## config.mk

```make
export PLATFORM = sky130hd
export DESIGN_NAME = bus_initiator
export DESIGN_NICKNAME = d
export VERILOG_FILES = /design/src/rtl/bus_initiator.sv
export SDC_FILE = /design/constraint.sdc
export NUM_CORES = 1
export LEC_CHECK = 0
export ABC_AREA = 0
export BUFFER_PORTS_ARGS = -buffer_cell sky130_fd_sc_hd__buf_4
export CORE_MARGIN = 1
export CORE_UTILIZATION = 49
export CTS_CLUSTER_SIZE = 8
export DETAILED_ROUTE_END_ITERATION = 8
export GPL_ROUTABILITY_DRIVEN = 0
export PLACE_DENSITY = 0.78
export SKIP_LAST_GASP = 1
export SYNTH_ARGS = -nofsm -noshare
export SYNTH_HDL_FRONTEND = slang
export SYNTH_SLANG_ARGS = --single-unit
```

## constraint.sdc

```tcl
create_clock -name clock -period 2.05 [get_ports clock]
set_input_delay 0.1025 -clock clock [delete_from_list [all_inputs] [get_ports clock]]
set_output_delay 0.1025 -clock clock [all_outputs]
set_load 0.005 [all_outputs]
```

## src/rtl/bus_initiator.sv

```systemverilog
// bus_initiator: single-beat initiator for the shared multiplexed address/data bus.
// Takes one client request at a time, arbitrates for the bus, runs the
// begin/data/end phases, and reports completion with a one-cycle done pulse.
module bus_initiator #(
    parameter logic [15:0] timeoutCycles = 16'd1023
) (
    input  logic        clock,
    input  logic        reset,
    input  logic        requestStart,
    input  logic        requestReadNWrite,
    input  logic [31:0] requestAddress,
    input  logic [31:0] requestWriteData,
    input  logic [3:0]  requestByteEnables,
    output logic        requestBusy,
    output logic        requestDone,
    output logic        requestError,
    output logic [31:0] requestReadData,
    output logic        requestTransaction,
    input  logic        transactionGranted,
    output logic        beginTransactionOut,
    output logic        endTransactionOut,
    output logic        readNWriteOut,
    output logic        dataValidOut,
    output logic        busyOut,
    output logic [31:0] addressDataOut,
    output logic [3:0]  byteEnablesOut,
    output logic [7:0]  burstSizeOut,
    input  logic [31:0] addressDataIn,
    input  logic        dataValidIn,
    input  logic        endTransactionIn,
    input  logic        busErrorIn
);

    typedef enum logic [2:0] {
        stateIdle,
        stateArb,
        stateBegin,
        stateWriteData,
        stateWriteEnd,
        stateReadWait,
        stateAbort,
        stateDone
    } stateType;

    stateType    state;
    stateType    nextState;

    logic        latchedReadNWrite;
    logic [31:0] latchedAddress;
    logic [31:0] latchedWriteData;
    logic [3:0]  latchedByteEnables;
    logic [15:0] timeoutCount;
    logic        dataCaptured;
    logic        errorFlag;
    logic [31:0] readData;
    logic        timeoutHit;

    // The counter holds timeoutCycles in the first wait cycle, so the last
    // permitted wait cycle sees 1; abort is then taken on that cycle's edge.
    always_comb begin
        timeoutHit = (timeoutCount <= 16'd1);
    end

    // State register
    always_ff @(posedge clock) begin
        if (reset) begin
            state <= stateIdle;
        end else begin
            state <= nextState;
        end
    end

    // Next-state decode; bus error beats end-of-transaction beats timeout
    always_comb begin
        nextState = state;
        case (state)
            stateIdle:      if (requestStart) nextState = stateArb;
            stateArb:       if (transactionGranted) nextState = stateBegin;
            stateBegin:     nextState = latchedReadNWrite ? stateReadWait : stateWriteData;
            stateWriteData: nextState = stateWriteEnd;
            stateWriteEnd:  nextState = stateDone;
            stateReadWait: begin
                if (busErrorIn) begin
                    nextState = stateAbort;
                end else if (endTransactionIn) begin
                    nextState = stateDone;
                end else if (timeoutHit) begin
                    nextState = stateAbort;
                end
            end
            stateAbort:     nextState = stateDone;
            stateDone:      nextState = stateIdle;
            default:        nextState = stateIdle;
        endcase
    end

    // Request latch, timeout counter, read-data capture and sticky error flag
    always_ff @(posedge clock) begin
        if (reset) begin
            latchedReadNWrite  <= 1'b0;
            latchedAddress     <= '0;
            latchedWriteData   <= '0;
            latchedByteEnables <= '0;
            timeoutCount       <= '0;
            dataCaptured       <= 1'b0;
            errorFlag          <= 1'b0;
            readData           <= '0;
        end else begin
            case (state)
                stateIdle: begin
                    if (requestStart) begin
                        latchedReadNWrite  <= requestReadNWrite;
                        latchedAddress     <= requestAddress;
                        latchedWriteData   <= requestWriteData;
                        latchedByteEnables <= requestByteEnables;
                    end
                end
                stateBegin: begin
                    dataCaptured <= 1'b0;
                    if (latchedReadNWrite) begin
                        timeoutCount <= timeoutCycles;
                    end
                end
                stateWriteData, stateWriteEnd: begin
                    if (busErrorIn) begin
                        errorFlag <= 1'b1;
                    end
                end
                stateReadWait: begin
                    if (timeoutCount != '0) begin
                        timeoutCount <= timeoutCount - 16'd1;
                    end
                    if (dataValidIn && !dataCaptured) begin
                        readData     <= addressDataIn;
                        dataCaptured <= 1'b1;
                    end
                    if (busErrorIn) begin
                        errorFlag <= 1'b1;
                    end else if (endTransactionIn) begin
                        if (!dataCaptured && !dataValidIn) begin
                            errorFlag <= 1'b1;
                        end
                    end else if (timeoutHit) begin
                        errorFlag <= 1'b1;
                    end
                end
                stateDone: begin
                    errorFlag <= 1'b0;
                end
                default: begin
                end
            endcase
        end
    end

    // Outputs decoded from state and registered request fields only
    always_comb begin
        requestBusy         = (state != stateIdle);
        requestDone         = (state == stateDone);
        requestError        = (state == stateDone) && errorFlag;
        requestReadData     = readData;
        requestTransaction  = (state != stateIdle) && (state != stateDone);
        beginTransactionOut = (state == stateBegin);
        endTransactionOut   = (state == stateWriteEnd) || (state == stateAbort);
        readNWriteOut       = (state == stateBegin) && latchedReadNWrite;
        dataValidOut        = (state == stateWriteData);
        busyOut             = 1'b0;
        burstSizeOut        = '0;
        addressDataOut      = '0;
        byteEnablesOut      = '0;
        if (state == stateBegin) begin
            addressDataOut = latchedAddress;
            byteEnablesOut = latchedByteEnables;
        end else if (state == stateWriteData) begin
            addressDataOut = latchedWriteData;
        end
    end

endmodule

```

After elaboration in Yosys (flattened, before gate mapping) --
Cells that the tools add are included.
Storage, ports and cells: register bits 122, latch bits 0, RAM bits 0, memory bits (read-only) 0, bits of input ports 108, output and inout port bits 85, logic and storage cells 69, memories kept 0
Cells by class: $add $sub $neg 1, multipliers 0, divide/modulo/power cells 0, order comparisons 1, equality and inequality tests 16, shift-type cells 0, mux-type cells 21, bitwise gates (word level) 0, reductions and logical operators 21
Operators with widths (count):
- 2-to-1 mux 32 bit | 2
- 2-to-1 mux 16 bit | 2
- case mux 16 bit (2 select lines) | 1
- case mux 3 bit (7 select lines) | 1
- 2-to-1 mux 3 bit | 6
- <= comparator 16 x 1 -> 1 bit, second input constant | 1
- nonzero test 16 bit | 1
- subtractor 16 x 1 -> 16 bit, second input constant | 1
- equality test 3 bit, second input constant | 4
- != test 2 bit, second input constant | 5
- != test 4 bit, second input constant | 2
- equality test 3 x 2 -> 1 bit, second input constant | 2
- 2-to-1 mux 1 bit | 6
- AND reduction 2 bit | 3
- AND reduction 3 bit | 2
- nonzero test 3 bit | 2
- logical AND 1 bit | 5
- 2-to-1 mux 4 bit | 1
- AND reduction 4 bit | 1
- OR reduction 2 bit | 2
- equality test 3 x 1 -> 1 bit, second input constant | 1
- logical NOT 3 bit | 1
- != test 3 bit, second input constant | 1
- case mux 1 bit (3 select lines) | 1
- other kinds (5) | 6

Logic depth before layout (Yosys ltp) --
Gate-level depths: netlist (run 1).
word-level depth 6, gate-level depth with buffers 8

Worst setup path before layout (run 1) --
No wires, ideal clock.
path kind register to register, start point register timeoutCount[0], end point register timeoutCount[8], arrival 1.712 ns, required time 1.976 ns, slack 0.264 ns, stages on the path, launching flop included 8, path through dfxtp_1 inv_1 ha_1 nor3b_1 and4_1 buf_2 or4_1 a31oi_1
Between the ends: word-level cells in the longest chain between the ends 3, elaborated cells between the ends (all ways) 6, classes of those cells add/sub (1); eq/ne (1); mux (2); reduce/logical (2)
RTL lines:
- start: declaration | RTL line 52 | logic [15:0] timeoutCount;
- start signal: assignment | RTL line 121 | timeoutCount <= timeoutCycles;
- start signal: assignment | RTL line 131 | timeoutCount <= timeoutCount - 16'd1;
- subtractor 16 x 1 -> 16 bit / nonzero test 16 bit (equally long branches) | RTL line 131, 130
- 2-to-1 mux 16 bit / != test 2 bit (equally long branches)
- case mux 16 bit (2 select lines) / AND reduction 3 bit (equally long branches)
Several ways; a longest one is shown, not always the timed one. The select of a mux whose other input is x is not followed. A chain may end at the register's enable or synchronous reset.

Worst setup path after layout (run 1) --
start point register timeoutCount[11], end point register errorFlag
Between the ends: word-level cells in the longest chain between the ends 3
RTL lines:
- <= comparator 16 x 1 -> 1 bit | RTL line 61 | timeoutHit = (timeoutCount <= 16'd1);
- != test 4 bit (no source line)
- AND reduction 4 bit (no source line)
- end signal: assignment | RTL line 106 | errorFlag <= 1'b0;
- end signal: assignment | RTL line 126 | errorFlag <= 1'b1;
- end signal: assignment | RTL line 138 | errorFlag <= 1'b1;
- end: declaration | RTL line 54 | logic errorFlag;
No other way between the ends.

==> results of run 1 <==
-- cell families after synthesis --
group,count (synthesis)
buffers and inverters,63
AO/OA/AOI/OAI,173
multiplexers,3
other,1
adder cells (fa/ha/maj),3
AND/OR/NAND/NOR,283
flip-flops,122
-- cell type report --
class,count,area share
clock buffer,19,0.0520
clock inverter,12,0.0181
inverter,7,0.00317
multi-input combinational,471,0.298
sequential,122,0.295
tap,136,0.0205
timing repair buffer,300,0.313
-- cells in the final DEF, fill, tap and decap left out, types with 5 or more instances in the layout --
cell type	n
nand2_1	209
or4_1	10
nor4_1	5
and3_1	5
nor3_1	6
dfxtp_1	119
and2_1	5
o31ai_1	10
a31oi_1	5
a211oi_1	5
conb_1	9
a21oi_1	110
inv_1	6
nor2_1	10
a22o_1	32
clkbuf_16	17
buf_4	191
dlygate4sd3_1	102
buf_12	6
-- layer usage --
metal  GRT usage  part of all wire
met3      0.0792             0.076
met4       0.142             0.029
met1       0.358              0.39
met5           0                 0
met2       0.569              0.50
-- stage by stage --
step | cells | instance area [um^2] | utilization
6_report | 1067 | 8300 | 0.808
5_1_grt | 1067 | 8300 | 0.808
4_1_cts | 1065 | 8250 | 0.803
3_5_place_dp | 932 | 6630 | 0.645
3_3_place_gp | 932 | 6630 | 0.645
2_1_floorplan | 656 | 5190 | -
-- worst register-to-register path: cells and delay by family (launching register included) --
kind	cells	cell delay [ns]
AO/OA/AOI/OAI	2	0.82
AND/OR/NAND/NOR	2	0.73
flip-flops	1	0.35
-- registers in the layout, summed over array words and instances, names as in the netlist --
name / flops
latchedByteEnables: 4
latchedAddress: 32
latchedWriteData: 32
errorFlag: 1
state: 3
timeoutCount: 16
dataCaptured: 1
requestReadData: 32
latchedReadNWrite: 1
-- timing repair --
item / 4_1_cts / 5_1_grt
pin swaps: 0 / 1
gates cloned: 0 / 1
buffers inserted: 0 / 1
gates resized for setup: 5 / 3
setup endpoints to repair: 37 / 36
hold buffers: 102 / 0
endpoints found under the hold margin: 102 / 0
-- worst min-delay path by stage --
stage                          startpoint                                  to  slack [ns]  depth (start not counted)
floorplan           requestByteEnables[0]  latchedByteEnables[0]$_SDFFE_PP0P_        0.24                          2
global placement     requestWriteData[13]   latchedWriteData[13]$_SDFFE_PP0P_        0.35                          3
detailed placement       addressDataIn[4]     requestReadData[4]$_SDFFE_PP0P_        0.36                          3
CTS                      endTransactionIn               state[0]$_SDFFE_PP0P_        0.03                          4
global route             endTransactionIn               state[0]$_SDFFE_PP0P_        0.05                          4
finish                   endTransactionIn               state[0]$_SDFFE_PP0P_        0.05                          4
-- report_power, final --
part	internal, mW	switching, mW
Clock	1.87	1.06
Sequential	2.51	0.0951
Combinational	0.524	0.523
Total	4.91	1.67
==> impl_metrics.tcl, run 1 <==
set metrics [dict create \
    worstSetupEndpointType "register" \
    rsz0062_at_grt "false" \
    reg2reg_to "errorFlag$_SDFFE_PP0P_" \
    antennaDiodeCount 0 \
    setup_viol 0 \
    total_power_mw 6.58 \
    endpoint "errorFlag$_SDFFE_PP0P_" \
    ir_drop_v 0.000523 \
    cts_made_buffers 17 \
    cpLargestDelayFamily "compound AO/OA/AOI/OAI gates" \
    start_util 0.502 \
    cts.clk_slew.worst_paths_ns 0.06 \
    grt_use_total 0.319 \
    worstPathCellList "nor4_2 -> nand4_2 -> o31ai_1 -> o221a_1" \
    cp.arrival_ns 2.39 \
    core_area_um2 10300 \
    yosysMostFrequentCell "nand2_1" \
    hpwl_mm 9.64 \
    startpoint "timeoutCount[11]$_SDFFE_PP0P_" \
    tritoncts "yes" \
    fin_ws_ns 0.0984 \
    grt_antenna_before_repair 0 \
    ys_top_cells_by_count "nand2_1, dfxtp_1, a21oi_1, a22o_1, clkbuf_1" \
    synth.avg_cell_area_um2 7.97 \
    ant_nets 0 \
    synth_top_cell_by_area "dfxtp_1" \
    drive_gt1_frac 0.270 \
    fmax_ghz 0.512 \
    drt_iter0_markers 358 \
    regArea_um2 2450 \
    startpoint_type "register" \
    critPathMaxStageDelay_ns 0.53 \
    root_buffer "clkbuf_8" \
    yosys.area_share.simple 0.251 \
    synthMuxAreaShare 0.00582 \
    yosys.area.top_type_share 0.473 \
    rr_startpoint "timeoutCount[11]$_SDFFE_PP0P_" \
    synth_compound_area_frac 0.205 \
    drcViolationCount 0 \
    synth-async-reset-ratio 0 \
    tightestPinTransition_ns 0.665 \
    drv_slew 0 \
    leakage_nw 3.52 \
    synth_adder_area_share 0.00727 \
    wl_per_cell_um 16.6 \
    vias_per_cell 5.41 \
    ys_types 47 \
    die_x_um 105 \
    cp.depth 4 \
    hp-class "in -> reg" \
    row_count 37 \
    clk_latency_ns 0.51 \
    preCtsSetupSlack_ns 0.145 \
    ys_seq_area_frac 0.473 \
    worst-r2r-setup-slack_ns 0.1 \
    maxCapViolCount 0 \
    cp_data_required_time_ns 2.49 \
    min_period_over_period 0.952 \
    h-tree-depth 4 \
    syn_to_final_growth_pct 60.8 \
    ys_seq_elements 122 \
    multiInputGateArea_um2 2470 \
    synth_area_leaders "dfxtp_1, nand2_1, a21oi_1" \
    worst-path-buf-inv 0 \
    status "completed" \
    clockBufferDepth 2 \
    finClkSkew_ns 0.0110 \
    grt_max_degree 70 \
    ys.flop_type "dfxtp_1" \
    ys.warnings.count 0 \
    cts_sinks 122 \
    grt_overflow_total 0 \
    yosys.area_share.xor_xnor 0 \
    hold_viol 0 \
    fp.dieH_um 105 \
    synth_top_family_by_area "simple AND/OR/NAND/NOR gates" \
    firstDrtPassIters 7 \
    synth_edf_count 0 \
    nets 1030 \
    synthesis.area_um2 5160 \
    pin_count 193 \
    powerDensity_nw_per_um2 793 \
    routed_wl_mm 17.7 \
    syn_inst 648 \
    vias 5773 \
    finalCriticalPeriod_ns 1.95 \
    grt_pass1_vias 5960 \
    worst-r2r-cell-count 4 \
    nFillCells 620 \
    path_class "reg -> reg" \
    die_area_um2 11000 \
    fin_hold_ws_ns 0.0532 \
    grt_pass1_wl_mm 28.0 \
    slowest_stage "nor4_2" \
    cp_max_fo 5 \
    slew-limit-headroom 0.557 \
    tns_ns 0 \
    port_buffers 183 \
]
No activity file was read; power rests on OpenSTA's default activity.
==> run 2: changes to the inputs <==
--- a/config.mk
+++ b/config.mk
@@ -12,8 +12,9 @@
 export CTS_CLUSTER_SIZE = 8
 export DETAILED_ROUTE_END_ITERATION = 8
 export GPL_ROUTABILITY_DRIVEN = 0
-export PLACE_DENSITY = 0.78
+export PLACE_DENSITY = 0.8
 export SKIP_LAST_GASP = 1
+export SLEW_MARGIN = 15
 export SYNTH_ARGS = -nofsm -noshare
 export SYNTH_HDL_FRONTEND = slang
 export SYNTH_SLANG_ARGS = --single-unit
==> impl_metrics.tcl, run 2 (same netlist as run 1, synthesis figures left out) <==
set metrics [dict create \
    fp.dieH_um 105 \
    worst-r2r-setup-slack_ns 0.09 \
    hp-start "endTransactionIn" \
    routed_wl_mm 18.2 \
    final_cell_mix "nand2_1, buf_4, dfxtp_1" \
    powerDensity_nw_per_um2 793 \
    hp-class "in -> reg" \
    cpLargestDelayFamily "buffers and inverters" \
    switching_power_mw 1.71 \
    vias 5887 \
    antennaDiodeCount 0 \
    ant_nets 0 \
    hold_viol 0 \
    ir_drop_v 0.000599 \
    finalCriticalPeriod_ns 2.04 \
    drive_gt1_frac 0.271 \
    pwr-share-clk 0.442 \
    fmax_ghz 0.491 \
    tritoncts "yes" \
    wl_per_cell_um 17.0 \
    slew-limit-headroom 0.489 \
    preCtsSetupSlack_ns 0.120 \
    startpoint_type "register" \
    drv_slew 0 \
    cts_sinks 122 \
    maxCapViolCount 0 \
    clockBufferDepth 2 \
    grt_pass1_vias 5979 \
    p_seq_frac 0.394 \
    worst-path-buf-inv 4 \
    tns_ns 0 \
    grt_overflow_total 0 \
    die_x_um 105 \
    grt_use_total 0.325 \
    grt_pass1_wl_mm 28.4 \
    firstDrtPassIters 5 \
    setup_viol 0 \
    row_count 37 \
    die_area_um2 11000 \
    nets 1033 \
    path_class "reg -> out" \
    crit_top_cell "buf_4" \
    whs_path_depth 4 \
    drcViolationCount 0 \
    cts.clk_slew.worst_paths_ns 0.06 \
    worstSetupEndpointType "output port" \
    cts_made_buffers 17 \
    clk_latency_ns 0.51 \
    hold_path_end "state[0]$_SDFFE_PP0P_" \
    intPower_mw 4.89 \
    pin_count 193 \
    core_area_um2 10300 \
    finClkSkew_ns 0.00783 \
    swShare 0.259 \
    grt_max_degree 73 \
    vias_per_cell 5.50 \
    start_util 0.502 \
    reg2reg_to "timeoutCount[11]$_SDFFE_PP0P_" \
    worst-r2r-cell-count 8 \
    root_buffer "clkbuf_8" \
    worstPathCellList "buf_4 -> nor3_4 -> buf_4 -> clkbuf_16 -> a22o_1 -> buf_4" \
    port_buffers 183 \
    slowest_stage "dfxtp_2" \
    mostFrequentLayoutCell "nand2_1" \
    pwr-share-comb 0.163 \
    cp_max_fo 19 \
    grt_antenna_before_repair 0 \
    status "completed" \
    min_period_over_period 0.993 \
    syn_to_final_growth_pct 61.1 \
    cp_data_required_time_ns 1.95 \
    tightestPinTransition_ns 0.767 \
    critPathMaxStageDelay_ns 0.35 \
    leakage_nw 3.53 \
    h-tree-depth 4 \
    fin_ws_ns 0.0146 \
    rsz0062_at_grt "true" \
    rr_startpoint "state[0]$_SDFFE_PP0P_" \
    cp.arrival_ns 1.93 \
    drt_iter0_markers 407 \
    hpwl_mm 9.59 \
]
## run 2: changes by cell type in the layout (fill, tap and decap cells not counted), sizes merged
| cell | previous run | this run |
|---|---|---|
| buf | 197 | 199 |
| clkinvlp | 3 | 2 |
| clkbuf | 20 | 21 |
| clkinv | 6 | 7 |
## run 2: power groups by stage
stage | combinational, mW | clock, mW | sequential [mW]
after detailed placement | 0.836 | 0 | 2.64
final | 1.08 | 2.91 | 2.60
after CTS | 1.01 | 2.92 | 2.59
after floorplan | 0.506 | 0 | 2.62
after global placement | 0.810 | 0 | 2.63
after global routing | 1.16 | 3.05 | 2.62
## run 2: area by class of cell
type | instances | area [um^2]
sequential | 122 | 2450
fill | 609 | 1960
tap | 136 | 170
multi-input combinational | 471 | 2470
clock buffer | 19 | 422
timing repair buffer | 303 | 2630
clock inverter | 12 | 151
inverter | 7 | 26.3
## run 2: worst min-delay path: cells and delay by family
family | cells | cell delay (ns)
buffers and inverters | 1 | 0.11
AND/OR/NAND/NOR | 1 | 0.05
AO/OA/AOI/OAI | 2 | 0.23
## run 2: layer usage
layer,up-vias,wire [um],track usage
li1,2767,-,-
met1,2772,6880,0.342
met2,275,9290,0.586
met3,73,1240,0.0761
met4,0,823,0.197
met5,-,0,0
## run 2: repair_timing
action / CTS / global route
endpoints found under the setup margin: 37 / 40
buffers inserted: 0 / 2
gates resized for setup: 6 / 5
gates cloned: 0 / 2
pin swaps: 0 / 0
hold endpoints to repair: 102 / 0
hold buffers: 102 / 0
## run 2: worst max-delay path by stage
stage | from | to | slack [ns] | depth (start not counted)
after detailed placement | state[1]$_SDFFE_PP0P_ | timeoutCount[11]$_SDFFE_PP0P_ | 0.12 | 7
after floorplan | timeoutCount[0]$_SDFFE_PP0P_ | timeoutCount[8]$_SDFFE_PP0P_ | 0.26 | 7
final | state[0]$_SDFFE_PP0P_ | addressDataOut[18] | 0.01 | 6
after global placement | state[1]$_SDFFE_PP0P_ | timeoutCount[14]$_SDFFE_PP0P_ | 0.24 | 7
after global routing | state[1]$_SDFFE_PP0P_ | timeoutCount[11]$_SDFFE_PP0P_ | -0.08 | 8
after CTS | state[1]$_SDFFE_PP0P_ | addressDataOut[3] | 0.02 | 5
## run 2: stage by stage
step	cell area [um^2]	hold slack [ns]	utilization	cells	power, mW
finish	8320	0.0407	0.809	1070	6.59
global route	8320	0.0583	0.809	1070	6.82
CTS	8240	0.00881	0.802	1066	6.52
detailed placement	6630	0.359	0.645	933	3.48
global placement	6630	0.349	0.645	933	3.44
floorplan	5190	0.238	-	656	3.12
